===== src/rtl/aes_kexp_iter_pkg.sv =====
// Shared constants, types and helpers for the iterative AES key expander.
package aes_kexp_iter_pkg;

  localparam int NB         = 4;
  localparam int NK_MAX     = 8;
  localparam int NR_MAX     = 14;
  localparam int KEXP_WORDS = NB * (NR_MAX + 1);

  typedef enum logic [1:0] {KLEN128, KLEN192, KLEN256, KLEN_BAD} aes_klen_t;
  typedef enum logic [1:0] {ST_IDLE, ST_LOAD, ST_EXPAND, ST_DONE} kexp_state_t;

  typedef logic [31:0]  aes_word_t;
  typedef logic [127:0] aes_rkey_t;

  // Forward AES S-box, element 0 first.
  localparam logic [0:255][7:0] SBOX = {
    8'h63, 8'h7c, 8'h77, 8'h7b, 8'hf2, 8'h6b, 8'h6f, 8'hc5, 8'h30, 8'h01, 8'h67, 8'h2b, 8'hfe, 8'hd7, 8'hab, 8'h76,
    8'hca, 8'h82, 8'hc9, 8'h7d, 8'hfa, 8'h59, 8'h47, 8'hf0, 8'had, 8'hd4, 8'ha2, 8'haf, 8'h9c, 8'ha4, 8'h72, 8'hc0,
    8'hb7, 8'hfd, 8'h93, 8'h26, 8'h36, 8'h3f, 8'hf7, 8'hcc, 8'h34, 8'ha5, 8'he5, 8'hf1, 8'h71, 8'hd8, 8'h31, 8'h15,
    8'h04, 8'hc7, 8'h23, 8'hc3, 8'h18, 8'h96, 8'h05, 8'h9a, 8'h07, 8'h12, 8'h80, 8'he2, 8'heb, 8'h27, 8'hb2, 8'h75,
    8'h09, 8'h83, 8'h2c, 8'h1a, 8'h1b, 8'h6e, 8'h5a, 8'ha0, 8'h52, 8'h3b, 8'hd6, 8'hb3, 8'h29, 8'he3, 8'h2f, 8'h84,
    8'h53, 8'hd1, 8'h00, 8'hed, 8'h20, 8'hfc, 8'hb1, 8'h5b, 8'h6a, 8'hcb, 8'hbe, 8'h39, 8'h4a, 8'h4c, 8'h58, 8'hcf,
    8'hd0, 8'hef, 8'haa, 8'hfb, 8'h43, 8'h4d, 8'h33, 8'h85, 8'h45, 8'hf9, 8'h02, 8'h7f, 8'h50, 8'h3c, 8'h9f, 8'ha8,
    8'h51, 8'ha3, 8'h40, 8'h8f, 8'h92, 8'h9d, 8'h38, 8'hf5, 8'hbc, 8'hb6, 8'hda, 8'h21, 8'h10, 8'hff, 8'hf3, 8'hd2,
    8'hcd, 8'h0c, 8'h13, 8'hec, 8'h5f, 8'h97, 8'h44, 8'h17, 8'hc4, 8'ha7, 8'h7e, 8'h3d, 8'h64, 8'h5d, 8'h19, 8'h73,
    8'h60, 8'h81, 8'h4f, 8'hdc, 8'h22, 8'h2a, 8'h90, 8'h88, 8'h46, 8'hee, 8'hb8, 8'h14, 8'hde, 8'h5e, 8'h0b, 8'hdb,
    8'he0, 8'h32, 8'h3a, 8'h0a, 8'h49, 8'h06, 8'h24, 8'h5c, 8'hc2, 8'hd3, 8'hac, 8'h62, 8'h91, 8'h95, 8'he4, 8'h79,
    8'he7, 8'hc8, 8'h37, 8'h6d, 8'h8d, 8'hd5, 8'h4e, 8'ha9, 8'h6c, 8'h56, 8'hf4, 8'hea, 8'h65, 8'h7a, 8'hae, 8'h08,
    8'hba, 8'h78, 8'h25, 8'h2e, 8'h1c, 8'ha6, 8'hb4, 8'hc6, 8'he8, 8'hdd, 8'h74, 8'h1f, 8'h4b, 8'hbd, 8'h8b, 8'h8a,
    8'h70, 8'h3e, 8'hb5, 8'h66, 8'h48, 8'h03, 8'hf6, 8'h0e, 8'h61, 8'h35, 8'h57, 8'hb9, 8'h86, 8'hc1, 8'h1d, 8'h9e,
    8'he1, 8'hf8, 8'h98, 8'h11, 8'h69, 8'hd9, 8'h8e, 8'h94, 8'h9b, 8'h1e, 8'h87, 8'he9, 8'hce, 8'h55, 8'h28, 8'hdf,
    8'h8c, 8'ha1, 8'h89, 8'h0d, 8'hbf, 8'he6, 8'h42, 8'h68, 8'h41, 8'h99, 8'h2d, 8'h0f, 8'hb0, 8'h54, 8'hbb, 8'h16
  };

  // Multiply by x in GF(2^8) modulo x^8+x^4+x^3+x+1.
  function automatic logic [7:0] xtime(input logic [7:0] b);
    return {b[6:0], 1'b0} ^ (b[7] ? 8'h1b : 8'h00);
  endfunction

endpackage


===== src/rtl/aes_kexp_iter_subword.sv =====
// SubWord: four parallel S-box lookups, shared by both SubWord cases of the schedule.
module aes_kexp_iter_subword
  import aes_kexp_iter_pkg::*;
(
  input  aes_word_t word_in,
  output aes_word_t word_out
);

  assign word_out = {SBOX[word_in[31:24]], SBOX[word_in[23:16]],
                     SBOX[word_in[15:8]],  SBOX[word_in[7:0]]};

endmodule


===== src/rtl/aes_kexp_iter.sv =====
// Iterative AES-128/192/256 key expander: one schedule word per clock into a
// flop-based schedule RAM, with a registered 128-bit round-key read port.
module aes_kexp_iter
  import aes_kexp_iter_pkg::*;
(
  input  logic         clk,
  input  logic         rst,
  input  logic [255:0] key_in,
  input  logic [1:0]   key_len,
  input  logic         start,
  output logic         busy,
  output logic         ready,
  output logic         err,
  input  logic         rk_rd,
  input  logic [3:0]   rk_addr,
  output logic [127:0] rk_data,
  output logic         rk_valid,
  output logic [3:0]   nr_out
);

  kexp_state_t state_q, state_d;
  logic [3:0]  nk_q, nk_d, nr_q, nr_d;
  logic [5:0]  i_q, i_d;
  logic [2:0]  j_q, j_d;
  logic [7:0]  rcon_q, rcon_d;
  logic        busy_q, busy_d, ready_q, ready_d, err_q, err_d;
  logic        rk_valid_q, rk_valid_d;
  aes_rkey_t   rk_data_q, rk_data_d;
  aes_word_t   win_q [NK_MAX];
  aes_word_t   win_d [NK_MAX];
  aes_word_t   ram_q [KEXP_WORDS];
  aes_word_t   ram_d [KEXP_WORDS];

  aes_klen_t    klen;
  logic [3:0]   new_nk, new_nr;
  logic [255:0] key_shift;
  logic [2:0]   oldest_idx;
  logic [5:0]   last_idx, rd_base;
  aes_word_t    temp, sub_in, sub_out, temp_mix, w_new;

  assign klen       = aes_klen_t'(key_len);
  assign new_nk     = 4'd4 + {1'b0, key_len, 1'b0};
  assign new_nr     = 4'd10 + {1'b0, key_len, 1'b0};
  // Right-align the Nk key words so w[Nk-1] lands in the newest window slot.
  assign key_shift  = key_in >> {4'd8 - new_nk, 5'd0};
  assign oldest_idx = 3'(4'd8 - nk_q);
  assign last_idx   = {nr_q, 2'b00} + 6'd3;
  assign rd_base    = {rk_addr, 2'b00};
  assign temp       = win_q[NK_MAX-1];
  assign sub_in     = (j_q == 3'd0) ? {temp[23:0], temp[31:24]} : temp;

  aes_kexp_iter_subword u_subword (
    .word_in  (sub_in),
    .word_out (sub_out)
  );

  // Next schedule word from the window: w[i] = w[i-Nk] ^ f(w[i-1]).
  always_comb begin
    temp_mix = temp;
    if (j_q == 3'd0)
      temp_mix = sub_out ^ {rcon_q, 24'h0};
    else if (nk_q == 4'd8 && j_q == 3'd4)
      temp_mix = sub_out;
    w_new = win_q[oldest_idx] ^ temp_mix;
  end

  // Control FSM, window shifting and schedule RAM writes.
  always_comb begin
    state_d = state_q;
    nk_d    = nk_q;
    nr_d    = nr_q;
    i_d     = i_q;
    j_d     = j_q;
    rcon_d  = rcon_q;
    busy_d  = busy_q;
    ready_d = ready_q;
    err_d   = 1'b0;
    win_d   = win_q;
    ram_d   = ram_q;
    case (state_q)
      ST_IDLE, ST_DONE: begin
        if (start) begin
          if (klen == KLEN_BAD) begin
            err_d = 1'b1;
          end else begin
            state_d = ST_LOAD;
            nk_d    = new_nk;
            nr_d    = new_nr;
            busy_d  = 1'b1;
            ready_d = 1'b0;
            for (int m = 0; m < NK_MAX; m++)
              win_d[m] = key_shift[32*(NK_MAX-1-m) +: 32];
          end
        end
      end
      ST_LOAD: begin
        for (int k = 0; k < NK_MAX; k++)
          if (k < int'(nk_q))
            ram_d[k] = win_q[3'(int'(oldest_idx) + k)];
        i_d     = {2'b00, nk_q};
        j_d     = 3'd0;
        rcon_d  = 8'h01;
        state_d = ST_EXPAND;
      end
      ST_EXPAND: begin
        ram_d[i_q] = w_new;
        for (int m = 0; m < NK_MAX-1; m++)
          win_d[m] = win_q[m+1];
        win_d[NK_MAX-1] = w_new;
        i_d = i_q + 6'd1;
        j_d = (j_q == 3'(nk_q - 4'd1)) ? 3'd0 : j_q + 3'd1;
        if (j_q == 3'd0)
          rcon_d = xtime(rcon_q);
        if (i_q == last_idx) begin
          state_d = ST_DONE;
          busy_d  = 1'b0;
          ready_d = 1'b1;
        end
      end
      default: state_d = ST_IDLE;
    endcase
  end

  // Round-key read port: only a complete schedule is ever served.
  always_comb begin
    rk_valid_d = 1'b0;
    rk_data_d  = '0;
    if (rk_rd && ready_q && rk_addr <= nr_q) begin
      rk_valid_d = 1'b1;
      rk_data_d  = {ram_q[rd_base], ram_q[rd_base + 6'd1],
                    ram_q[rd_base + 6'd2], ram_q[rd_base + 6'd3]};
    end
  end

  // Control and output registers; reset abandons any expansion in flight.
  always_ff @(posedge clk or posedge rst) begin
    if (rst) begin
      state_q    <= ST_IDLE;
      nk_q       <= '0;
      nr_q       <= '0;
      i_q        <= '0;
      j_q        <= '0;
      rcon_q     <= 8'h01;
      busy_q     <= 1'b0;
      ready_q    <= 1'b0;
      err_q      <= 1'b0;
      rk_valid_q <= 1'b0;
      rk_data_q  <= '0;
      for (int m = 0; m < NK_MAX; m++)
        win_q[m] <= '0;
    end else begin
      state_q    <= state_d;
      nk_q       <= nk_d;
      nr_q       <= nr_d;
      i_q        <= i_d;
      j_q        <= j_d;
      rcon_q     <= rcon_d;
      busy_q     <= busy_d;
      ready_q    <= ready_d;
      err_q      <= err_d;
      rk_valid_q <= rk_valid_d;
      rk_data_q  <= rk_data_d;
      win_q      <= win_d;
    end
  end

  // Schedule storage needs no reset: it is only readable once ready is set.
  always_ff @(posedge clk) begin
    ram_q <= ram_d;
  end

  assign busy     = busy_q;
  assign ready    = ready_q;
  assign err      = err_q;
  assign rk_valid = rk_valid_q;
  assign rk_data  = rk_data_q;
  assign nr_out   = nr_q;

endmodule


===== config.mk =====
export PLATFORM = sky130hd
export DESIGN_NAME = aes_kexp_iter
export DESIGN_NICKNAME = d
export VERILOG_FILES = /design/src/rtl/aes_kexp_iter_pkg.sv /design/src/rtl/aes_kexp_iter_subword.sv /design/src/rtl/aes_kexp_iter.sv
export SDC_FILE = /design/constraint.sdc
export NUM_CORES = 2
export LEC_CHECK = 0
export CORE_ASPECT_RATIO = 0.7
export CORE_UTILIZATION = 45
export CTS_BUF_LIST = sky130_fd_sc_hd__clkbuf_2
export CTS_CLUSTER_SIZE = 16
export DETAILED_ROUTE_END_ITERATION = 6
export PLACE_DENSITY = 0.64
export SLEW_MARGIN = 20
export SYNTH_ARGS = -nofsm -noshare
export SYNTH_HDL_FRONTEND = slang
export SYNTH_SLANG_ARGS = --single-unit

===== constraint.sdc =====
create_clock -name clk -period 17 [get_ports clk]
set_input_delay 3.4 -clock clk [delete_from_list [all_inputs] [get_ports clk]]
set_output_delay 3.4 -clock clk [all_outputs]
set_load 0.01 [all_outputs]

==> impl_metrics.json <==
{
  "status": "finished with violations",
  "violations": "design-rule violations",
  "vias_per_cell": 6.85,
  "use_met1": 0.513,
  "postCtsSetupBuffers": 0,
  "place_congestion": 1.03,
  "synth_top_flop_cell": "edfxtp_1",
  "grt.overflow.total": 0,
  "skew_ps": 213,
  "drc_errors": 7,
  "hold_violations": 0,
  "place.port_buffers": 400,
  "hold_buffers": 0,
  "yosys.area.top_type": "edfxtp_1",
  "drive_gt1_frac": 0.232,
  "required_ps": 18310,
  "r2r_slack_ps": 8550,
  "core_area_um2": 256000,
  "clk_latency_ps": 1810,
  "fin_tns_setup_ps": 0,
  "cts.htree.levels": 6,
  "grt_busiest_layer": "met2",
  "period_share": 0.497,
  "cts_root_buf": "clkbuf_2",
  "finalSetupViolations": 0,
  "synth_area_um2": 116000,
  "dpl.hpwl_um": 327000,
  "slew_headroom": 0.0966,
  "cts_buffers": 559,
  "drt_pass1_iterations": 7,
  "synth_most_common_cell": "edfxtp_1",
  "grt_first_pass_wirelength_um": 671000,
  "rows": 155,
  "path_clk_slew_ps": 100,
  "postCtsResizedCells": 0,
  "finalNetCount": 9569,
  "die_w_um": 609,
  "clock.fmax_ghz": 0.118,
  "yosysUniqueCellTypes": 107,
  "synth_seq_cells": 2333,
  "worstPathArrival_ps": 9760,
  "clockBufferDepth": 4,
  "synth_top_area_frac": 0.496,
  "num_vias": 89600,
  "synth_edf_count": 1920,
  "grt_use_met3": 0.113,
  "grt_use_total": 0.368,
  "grt_pass1_vias": 84200,
  "yosys-top-cells-count": "edfxtp_1, nand2_1, o21ai_0, nor2_1, mux4_2",
  "synth_cells": 8788,
  "async_flop_share": 0.177,
  "synth.area.top_cells": "edfxtp_1, mux4_2, dfrtp_1",
  "fin_crit_ps": 8450,
  "wl_per_cell_um": 37.4,
  "clock_sink_count": 2333,
  "die_area_um2": 260000,
  "synth.net_count": 9098,
  "die_h_um": 427,
  "syn_to_final_growth_pct": 11.5,
  "rsz0062_at_grt": "no",
  "crit_type": "reg2reg",
  "pin_count": 402,
  "critPathCaptureType": "flop",
  "syn_area_per_cell_um2": 13.2,
  "cts_tree": "done",
  "met2_usage": 0.528,
  "start_util": 0.454,
  "grt_antenna_before_repair": 83,
  "wirelength_um": 489000,
  "ys_warn_count": 0,
  "n_fill_cell": 21900,
  "hold_class": "reg2reg",
  "worstPathMaxFanout": 52,
  "maxCapViolations": 0,
  "ant_nets": 0,
  "drt_iter0_markers": 15000,
  "tightest_slew_ps": 1340,
  "yosysSeqAreaShare": 0.585,
  "grt_start_max_net_pins": 196,
  "worst_setup_path_start_kind": "flop",
  "slew_viol_final": 0
}
-- kinds of logic after synthesis --
group,share of synthesized area
flops,0.585
simple gates,0.0689
compound gates,0.137
other cells,0.0000323
xor+xnor,0.00614
buf+inv,0.0314
mux,0.167
fa+ha+maj,0.00474
-- layout by cell type, fill, tap and decap left out, types with 26 or more instances in the layout --
cell	netlist	final
a21oi_1	413	405
a22oi_1	268	268
nor2_1	600	540
a311oi_1	35	35
xnor2_1	32	32
o31ai_1	50	50
nor3_1	77	73
dfrtp_1	412	411
and2_1	27	26
mux2i_1	368	356
o22ai_1	163	163
buf_4	22	290
o21ai_0	659	656
nand3_1	114	113
nand2_1	700	698
edfxtp_1	1920	1920
o311ai_0	36	36
ha_1	44	41
o211ai_1	108	108
a211oi_1	112	109
clkbuf_2	0	844
a22o_1	69	69
nor2b_1	154	153
mux4_2	531	531
clkinv_1	5	102
o221ai_1	30	30
o32ai_1	93	90
mux2_2	322	322
and3_1	31	31
inv_1	90	72
nor2_4	0	55
clkdlybuf4s50_1	0	395
a221oi_1	49	48
a31oi_1	59	59
-- metrics by stage --
step	worst slack, ps	instances	instance area (um2)	util	hold WS (ps)
2_1_floorplan	2110	8788	116000	-	462
3_3_place_gp	8580	12100	124000	0.486	479
3_5_place_dp	8600	12100	124000	0.486	488
4_1_cts	9010	13100	129000	0.506	510
5_1_grt	8630	13100	130000	0.506	530
6_report	8550	13100	130000	0.507	508
-- critical path: stages (launching register included) --
cell and delay, ps:
dfrtp_1 430, inv_1 90, ha_1 210, buf_4 260
nand2b_4 330, buf_4 520, buf_4 600, mux2i_1 570
inv_1 230, ha_1 630, and2_1 330, mux2i_2 720
a21oi_1 240, nand2_1 130, a21oi_1 80, o221ai_1 640
o2bb2ai_1 230, nand2_1 160, xnor2_2 850, clkinv_1 220
buf_4 400
-- registers in the layout, indices dropped and copies added, names as in the netlist --
name / flops
rk_valid: 1
temp: 32
ready: 1
i_q: 6
nr_out: 3
rk_data: 128
busy: 1
win_q: 224
rcon_q: 8
state_q: 2
err: 1
ram_q: 1920
j_q: 3
nk_q: 3
-- worst paths after layout --
check,cells past startpoint,from,to
worst max-delay path,20,j_q[0]$_DFFE_PP0P_,ram_q[953]$_DFFE_PP_
worst min-delay path,2,win_q[231]$_DFFE_PP0P_,win_q[231]$_DFFE_PP0P_
worst max register to register,20,j_q[0]$_DFFE_PP0P_,ram_q[953]$_DFFE_PP_
worst min register to register,2,win_q[231]$_DFFE_PP0P_,win_q[231]$_DFFE_PP0P_
max in group asynchronous,4,rst,win_q[233]$_DFFE_PP0P_
min in group asynchronous,2,rst,temp[24]$_DFFE_PP0P_
-- routing by layer --
layer  vias to the layer above  wire [um]  share of wire
met4                        58      25100          0.051
met2                      6858     207000           0.42
li1                      35900          -              -
met5                         -        380        0.00078
met3                      1212      65500           0.13
met1                     45500     191000           0.39
-- cell type report --
type | count | area, um2 | area share
Sequential cell | 2333 | 68000 | 0.525
Inverter | 97 | 378 | 0.00292
Clock inverter | 136 | 902 | 0.00696
Timing Repair Buffer | 700 | 6380 | 0.0493
Multi-Input combinational cell | 5568 | 45400 | 0.350
Clock buffer | 844 | 4220 | 0.0326
Antenna cell | 24 | 60.1 | 0.000464
Tap cell | 3375 | 4220 | 0.0326
Power is not shown: default switching activity piles up to over one toggle a cycle in this logic, so the estimate is an artifact.
